$ cat src/rtl/multicycle_control.sv
// Control FSM for the RV32I multicycle datapath: sequences fetch, decode, execute,
// memory access and writeback, and drives every datapath select and enable.
module multicycle_control (
    input  logic       clk,
    input  logic       rst_n,
    input  logic [6:0] op,
    input  logic [2:0] funct3,
    input  logic       funct7b5,
    input  logic       Zero,
    input  logic       mem_ready,
    output logic       PCWrite,
    output logic       AdrSrc,
    output logic       MemWrite,
    output logic       IRWrite,
    output logic       RegWrite,
    output logic [1:0] ResultSrc,
    output logic [1:0] ALUSrcA,
    output logic [1:0] ALUSrcB,
    output logic [2:0] ALUControl,
    output logic [1:0] ImmSrc,
    output logic       illegal_instr,
    output logic [3:0] state
);
    localparam logic [6:0] OP_LW  = 7'b0000011;
    localparam logic [6:0] OP_SW  = 7'b0100011;
    localparam logic [6:0] OP_R   = 7'b0110011;
    localparam logic [6:0] OP_I   = 7'b0010011;
    localparam logic [6:0] OP_BEQ = 7'b1100011;
    localparam logic [6:0] OP_JAL = 7'b1101111;

    localparam logic [2:0] ALU_ADD = 3'b000;
    localparam logic [2:0] ALU_SUB = 3'b001;
    localparam logic [2:0] ALU_AND = 3'b010;
    localparam logic [2:0] ALU_OR  = 3'b011;
    localparam logic [2:0] ALU_SLT = 3'b101;

    typedef enum logic [3:0] {
        S_FETCH    = 4'd0,
        S_DECODE   = 4'd1,
        S_MEMADR   = 4'd2,
        S_MEMREAD  = 4'd3,
        S_MEMWB    = 4'd4,
        S_MEMWRITE = 4'd5,
        S_EXECUTER = 4'd6,
        S_EXECUTEI = 4'd7,
        S_ALUWB    = 4'd8,
        S_BEQ      = 4'd9,
        S_JAL      = 4'd10
    } state_t;

    state_t     state_q, state_d;
    logic [2:0] alu_funct;

    always_ff @(posedge clk or negedge rst_n) begin
        if (!rst_n) state_q <= S_FETCH;
        else        state_q <= state_d;
    end

    assign state = state_q;

    // Subtract only for R-type; I-type funct7b5 is part of the immediate.
    always_comb begin
        case (funct3)
            3'b000:  alu_funct = (op == OP_R && funct7b5) ? ALU_SUB : ALU_ADD;
            3'b010:  alu_funct = ALU_SLT;
            3'b110:  alu_funct = ALU_OR;
            3'b111:  alu_funct = ALU_AND;
            default: alu_funct = ALU_ADD;
        endcase
    end

    always_comb begin
        case (op)
            OP_SW:   ImmSrc = 2'b01;
            OP_BEQ:  ImmSrc = 2'b10;
            OP_JAL:  ImmSrc = 2'b11;
            default: ImmSrc = 2'b00;
        endcase
    end

    always_comb begin
        state_d       = S_FETCH;
        PCWrite       = 1'b0;
        AdrSrc        = 1'b0;
        MemWrite      = 1'b0;
        IRWrite       = 1'b0;
        RegWrite      = 1'b0;
        ResultSrc     = 2'b00;
        ALUSrcA       = 2'b00;
        ALUSrcB       = 2'b00;
        ALUControl    = ALU_ADD;
        illegal_instr = 1'b0;
        case (state_q)
            S_FETCH: begin
                ALUSrcB   = 2'b10;
                ResultSrc = 2'b10;
                IRWrite   = mem_ready;
                PCWrite   = mem_ready;
                state_d   = mem_ready ? S_DECODE : S_FETCH;
            end
            S_DECODE: begin
                ALUSrcA = 2'b01;
                ALUSrcB = 2'b01;
                case (op)
                    OP_LW, OP_SW: state_d = S_MEMADR;
                    OP_R:         state_d = S_EXECUTER;
                    OP_I:         state_d = S_EXECUTEI;
                    OP_BEQ:       state_d = S_BEQ;
                    OP_JAL:       state_d = S_JAL;
                    default:      illegal_instr = 1'b1;
                endcase
            end
            S_MEMADR: begin
                ALUSrcA = 2'b10;
                ALUSrcB = 2'b01;
                state_d = (op == OP_SW) ? S_MEMWRITE : S_MEMREAD;
            end
            S_MEMREAD: begin
                AdrSrc  = 1'b1;
                state_d = mem_ready ? S_MEMWB : S_MEMREAD;
            end
            S_MEMWB: begin
                ResultSrc = 2'b01;
                RegWrite  = 1'b1;
            end
            S_MEMWRITE: begin
                AdrSrc   = 1'b1;
                MemWrite = 1'b1;
                state_d  = mem_ready ? S_FETCH : S_MEMWRITE;
            end
            S_EXECUTER: begin
                ALUSrcA    = 2'b10;
                ALUControl = alu_funct;
                state_d    = S_ALUWB;
            end
            S_EXECUTEI: begin
                ALUSrcA    = 2'b10;
                ALUSrcB    = 2'b01;
                ALUControl = alu_funct;
                state_d    = S_ALUWB;
            end
            S_ALUWB: RegWrite = 1'b1;
            S_BEQ: begin
                ALUSrcA    = 2'b10;
                ALUControl = ALU_SUB;
                PCWrite    = Zero;
            end
            S_JAL: begin
                ALUSrcA = 2'b01;
                ALUSrcB = 2'b10;
                PCWrite = 1'b1;
                state_d = S_ALUWB;
            end
            default: state_d = S_FETCH;
        endcase
    end
endmodule

$ cat config.mk
export PLATFORM = sky130hd
export DESIGN_NAME = multicycle_control
export DESIGN_NICKNAME = d
export VERILOG_FILES = /design/src/rtl/multicycle_control.sv
export SDC_FILE = /design/constraint.sdc
export NUM_CORES = 1
export LEC_CHECK = 0
export ABC_AREA = 1
export BUFFER_PORTS_ARGS = -buffer_cell sky130_fd_sc_hd__buf_4
export CAP_MARGIN = 20
export CELL_PAD_IN_SITES_DETAIL_PLACEMENT = 1
export CELL_PAD_IN_SITES_GLOBAL_PLACEMENT = 1
export CORE_MARGIN = 2
export CORE_UTILIZATION = 26
export CTS_BUF_LIST = sky130_fd_sc_hd__clkbuf_4 sky130_fd_sc_hd__clkbuf_8
export DETAILED_ROUTE_END_ITERATION = 16
export PLACE_DENSITY = 0.79
export SETUP_SLACK_MARGIN = 0.15
export SYNTH_ARGS = -nofsm -noshare
export SYNTH_HDL_FRONTEND = slang
export SYNTH_SLANG_ARGS = --single-unit
export TNS_END_PERCENT = 10
$ cat constraint.sdc
create_clock -name clk -period 1.2 [get_ports clk]
set_clock_uncertainty 0.05 [all_clocks]
set_input_delay 0.06 -clock clk [delete_from_list [all_inputs] [get_ports clk]]
set_output_delay 0.06 -clock clk [all_outputs]
set_load 0.1 [all_outputs]
* Word-level counts from Yosys, hierarchy flattened *
Cells that the tools add are included.

storage, ports and cells
  register bits after elaboration = 4
  bits of input ports = 15
  output and inout bits = 21
  logic and storage cells = 53

operators by class
  equality and inequality tests = 19
  mux-type cells = 20
  reduce and logical (&&, ||, !) cells = 13

operators with widths
  cell                                                             count
  4-bit case mux with 6 select lines                               1
  4-bit case mux with 5 select lines                               1
  4-bit by 3-bit == test with 1-bit output, second input constant  4
  7-bit by 6-bit == test with 1-bit output, second input constant  2
  7-bit == test, second input constant                             2
  4-bit == test, second input constant                             3
  2-bit case mux with 2 select lines                               3
  3-bit case mux with 4 select lines                               1
  2-bit OR reduction                                               6
  3-bit 2-to-1 mux                                                 3
  4-bit by 2-bit == test with 1-bit output, second input constant  2
  1-bit 2-to-1 mux                                                 8
  7-bit by 2-bit == test with 1-bit output, second input constant  1
  7-bit by 5-bit == test with 1-bit output, second input constant  1
  3-bit == test, second input constant                             2
  2-bit case mux with 3 select lines                               1
  3-bit case mux with 2 select lines                               1
  3-bit OR reduction                                               2
  6-bit OR reduction                                               1
  4-bit by 1-bit == test with 1-bit output, second input constant  1
  4-bit logical NOT                                                1
  4-bit OR reduction                                               1
  3-bit by 2-bit == test with 1-bit output, second input constant  1
  3-bit logical NOT                                                1
  2 further kinds                                                  2

* Depth between registers and ports, before layout *
  word-level depth = 5
  depth in mapped cells = 7
  depth with buffers taken out = 7

* Worst setup path after synthesis *
Ideal clock, no wire load.

  path kind = register -> output
  start = reg state_q[2] (netlist: state[2])
  end = out AdrSrc
  arrival time = 3535 ps
  required time = 1090 ps
  slack = -2445 ps
  stages on the path, launching flop included = 5
  path buffers = 0
  cells stage by stage = dfrtp_1 -> inv_1 -> nor2_2 -> inv_1 -> o21ai_0

between the ends
  cells in the longest elaborated chain, start to end = 3
  elaborated cells on any way between the ends = 4
  those cells by class = eq/ne (2); mux (1); reduce/logical (1)

RTL lines
  what                                                                                                  RTL line  text
  from (decl)                                                                                           51        state_t state_q, state_d;
  from (signal assigned)                                                                                56        else state_q <= state_d;
  4-bit by 3-bit == test with 1-bit output or 4-bit by 2-bit == test with 1-bit output (tied branches)  93        case (state_q)
  2-bit OR reduction (no line) *                                                                        --
  1-bit 2-to-1 mux *                                                                                    93
  to (decl)                                                                                             12        output logic AdrSrc,

Every way passes the cells marked *; elsewhere a longest branch is shown, timed or not.

* Final worst setup path *
  start = reg state_q[2] (netlist: state[2])
  end = out illegal_instr

between the ends
  cells in the longest elaborated chain, start to end = 2

RTL lines
  what                                      RTL line  text
  4-bit by 1-bit == test with 1-bit output  93
  1-bit 2-to-1 mux                          93
  to (decl)                                 21        output logic illegal_instr,

Every way passes these cells.

==> reports/qor.json <==
{
  "outcome": {
    "status": "finished, violations left",
    "failed_checks": "negative setup slack"
  },
  "global_routing": {
    "globalRouteTotalUtil_pct": 23.2,
    "maximum_number_of_pins_on_one_net_before_global_route_repair": 7,
    "via_count_of_the_first_global_routing_pass": 883,
    "antenna_found_initial": 0,
    "globalRouteOverflowTotal": 0,
    "grt_first_pass_wirelength_um": 4290
  },
  "sta": {
    "timing.setup.tns_ps": -6390,
    "period_share_pct": 141,
    "drv_slew": 0,
    "hold_fails_final_rpt": 0,
    "timing.slew.headroom_pct": 81.4,
    "worst_slew_pin_slew_ps": 281,
    "clock.fmax_mhz": 590,
    "finalWorstPathRequiredPeriod_ps": 1690,
    "worst_slack_ps": -494,
    "rsz_0062_raised_after_global_routing": "true",
    "finish_stage_setup_viols": 19
  },
  "power": {
    "design_power_total_mw": 3.53,
    "vdd_ir_drop_max_mv": 1.59,
    "static-leakage-power_nw": 0.639,
    "pwr-share-comb_pct": 87.8,
    "switching_power_mw": 2.18,
    "power.density_cell_area_mw_per_mm2": 2810,
    "power_frac_seq_pct": 7.1,
    "clock_power_share_pct": 5.1,
    "sw_frac_of_total_pct": 61.7,
    "intPower_mw": 1.35
  },
  "floorplan": {
    "io_pins": 36,
    "core_area_mm2": 0.00196,
    "rows": 16,
    "fp.dieArea_mm2": 0.00246,
    "die_width_um": 49.6,
    "die_h_um": 49.6,
    "initial_core_utilization_pct": 27.6
  },
  "route": {
    "drt_first_iter_violations": 1,
    "drc": 0,
    "wl_per_cell_um": 15.3,
    "antenna_violating_nets_post_route": 0,
    "via_count": 835,
    "drt_wl_total_um": 2660,
    "via_per_inst": 4.80,
    "drt_pass1_iterations": 4
  },
  "final_layout": {
    "layout.nets": 164,
    "final_area_mm2": 0.00126,
    "fill_cells": 248,
    "final_layout_size_suffix_gt1_share_pct": 55.8,
    "layout_area_overhead_pct": 133,
    "antennaDiodeCount": 0,
    "most_frequent_cells_in_the_layout": "27 x sky130_fd_sc_hd__nand2_1, 27 x sky130_fd_sc_hd__buf_4, 16 x sky130_fd_sc_hd__buf_12",
    "finalCoreUtilization_pct": 64.1,
    "largest_register_ffs": 4
  },
  "place": {
    "place.gp.congestion": 0.799,
    "dp_hpwl_um": 1690,
    "port_buffers": 35,
    "post_dp_cell_area_um2": 977,
    "place_ws_ps": -255
  },
  "yosys": {
    "synth_top_cell_by_area": "sky130_fd_sc_hd__nand2_1",
    "seq_area_frac_synth_pct": 18.5,
    "yosys.area.top_type_share_pct": 20.8,
    "synth-warning-count": 0,
    "seq_cells_post_synth": 4,
    "synthesis.area_um2": 541,
    "synthesis.nets": 112,
    "synth.distinct_cells": 18,
    "number_of_instances_in_the_synthesized_netlist": 97,
    "synthesis.area_per_instance_um2": 5.57,
    "ranking_of_synthesized_cells_by_area": "sky130_fd_sc_hd__nand2_1 21%, sky130_fd_sc_hd__dfrtp_1 19%, sky130_fd_sc_hd__nand3_1 12%, sky130_fd_sc_hd__inv_1 11%, sky130_fd_sc_hd__nor2_1 7.6%"
  },
  "clock_tree": {
    "post_cts.repair.setup_buffers": 0,
    "htree_levels": 1,
    "tritoncts_clock_tree": "done",
    "clk_pin_slew_ps": 40,
    "clock_path_buffers": 2,
    "cts_buffers": 3,
    "root_buffer": "sky130_fd_sc_hd__clkbuf_4",
    "worstSkewPairLatency_ps": 250,
    "cts.sinks": 4
  },
  "worst_setup_path": {
    "timing.critical_path.from_type": "flop",
    "crit_path_end_kind": "primary output",
    "setup.worst_path.class": "flop to primary output",
    "worst-endpoint-arrival_ps": 1580,
    "required_ps": 1090,
    "crit_path_max_fanout": 3
  },
  "run": {
    "timing.max_cap.violations": 0
  },
  "min_path": {
    "hold_class": "primary input to asynchronous set/reset pin"
  }
}
==> final timing paths <==
check,depth (start not counted),endpoint,startpoint,slack (ps)
worst min register to register,2,state[3],state[3],770
worst max-delay path,6,illegal_instr,state[2],-490
max in group asynchronous,2,state[1],rst_n,870
worst min-delay path,2,state[0],rst_n,110
worst max register to register,6,state[0],state[2],-120
min in group clk,4,state[2],op[4],110
==> layer usage <==
metal | vias up | GRT usage (%) | wire length, um
met4 | 0 | 7.41 | 46
met5 | - | 0 | 0
met3 | 6 | 4.24 | 119
met2 | 35 | 46.2 | 1540
li1 | 398 | - | -
met1 | 396 | 23.8 | 948
==> synth_stat cells <==
cell type and instances:
sky130_fd_sc_hd__nor3_1 2, sky130_fd_sc_hd__inv_1 16, sky130_fd_sc_hd__inv_4 1, sky130_fd_sc_hd__dfrtp_1 4, sky130_fd_sc_hd__nand3_1 13, sky130_fd_sc_hd__nor2_4 2, sky130_fd_sc_hd__buf_4 1, sky130_fd_sc_hd__nand2_2 1
sky130_fd_sc_hd__nand4_1 2, sky130_fd_sc_hd__nand3b_1 2, sky130_fd_sc_hd__nor2_8 1, sky130_fd_sc_hd__nor2_1 11, sky130_fd_sc_hd__o21ai_0 2, sky130_fd_sc_hd__nor3_2 1, sky130_fd_sc_hd__nand2_1 30, sky130_fd_sc_hd__inv_2 3
sky130_fd_sc_hd__a21oi_1 1, sky130_fd_sc_hd__nor2_2 4
==> power by group through the flow <==
| stage | Sequential (mW) | Clock (mW) | Combinational (mW) |
|---|---|---|---|
| after floorplan | 0.448 | 0 | 1.65 |
| after global placement | 0.234 | 0 | 2.44 |
| after detailed placement | 0.239 | 0 | 2.46 |
| after CTS | 0.242 | 0.175 | 2.99 |
| after global routing | 0.256 | 0.193 | 3.20 |
| final | 0.250 | 0.180 | 3.10 |
==> cell families after synthesis <==
family | after synthesis | synth area share (%)
AOI/OAI and AO/OA | 3 | 2.78
DFF | 4 | 18.5
buffers and inverters | 21 | 15.7
and+or+nand+nor | 69 | 63.0
==> metrics by stage <==
step | hold slack, ps | cells
6_report | 109 | 174
5_1_grt | 112 | 174
3_5_place_dp | -193 | 170
2_1_floorplan | -286 | 97
4_1_cts | 113 | 174
3_3_place_gp | -194 | 170
==> what timing repair did <==
action,4_1_cts,5_1_grt
pin swaps,4,0
hold buffers,1,0
endpoints found under the hold margin,4,0
gates resized for setup,53,11
endpoints found under the setup margin,24,24
==> critical path, cell delays in order (launching register included) <==
cell                      delay (ps)
sky130_fd_sc_hd__dfrtp_4         490
sky130_fd_sc_hd__nor2_4          180
sky130_fd_sc_hd__inv_4            80
sky130_fd_sc_hd__nor2_8          130
sky130_fd_sc_hd__inv_4            50
sky130_fd_sc_hd__nor3_4          200
sky130_fd_sc_hd__buf_12          200
==> cell type report <==
type                       count  area [um2]  area share (%)
timing repair buffer          48         582            46.3
multi-input combinational     72         427            33.9
sequential                     4         110            8.76
inverter                      20        82.6            6.57
tap                           27        33.8            2.69
clock buffer                   3        22.5            1.79
Power figures use the tool's default switching activity.
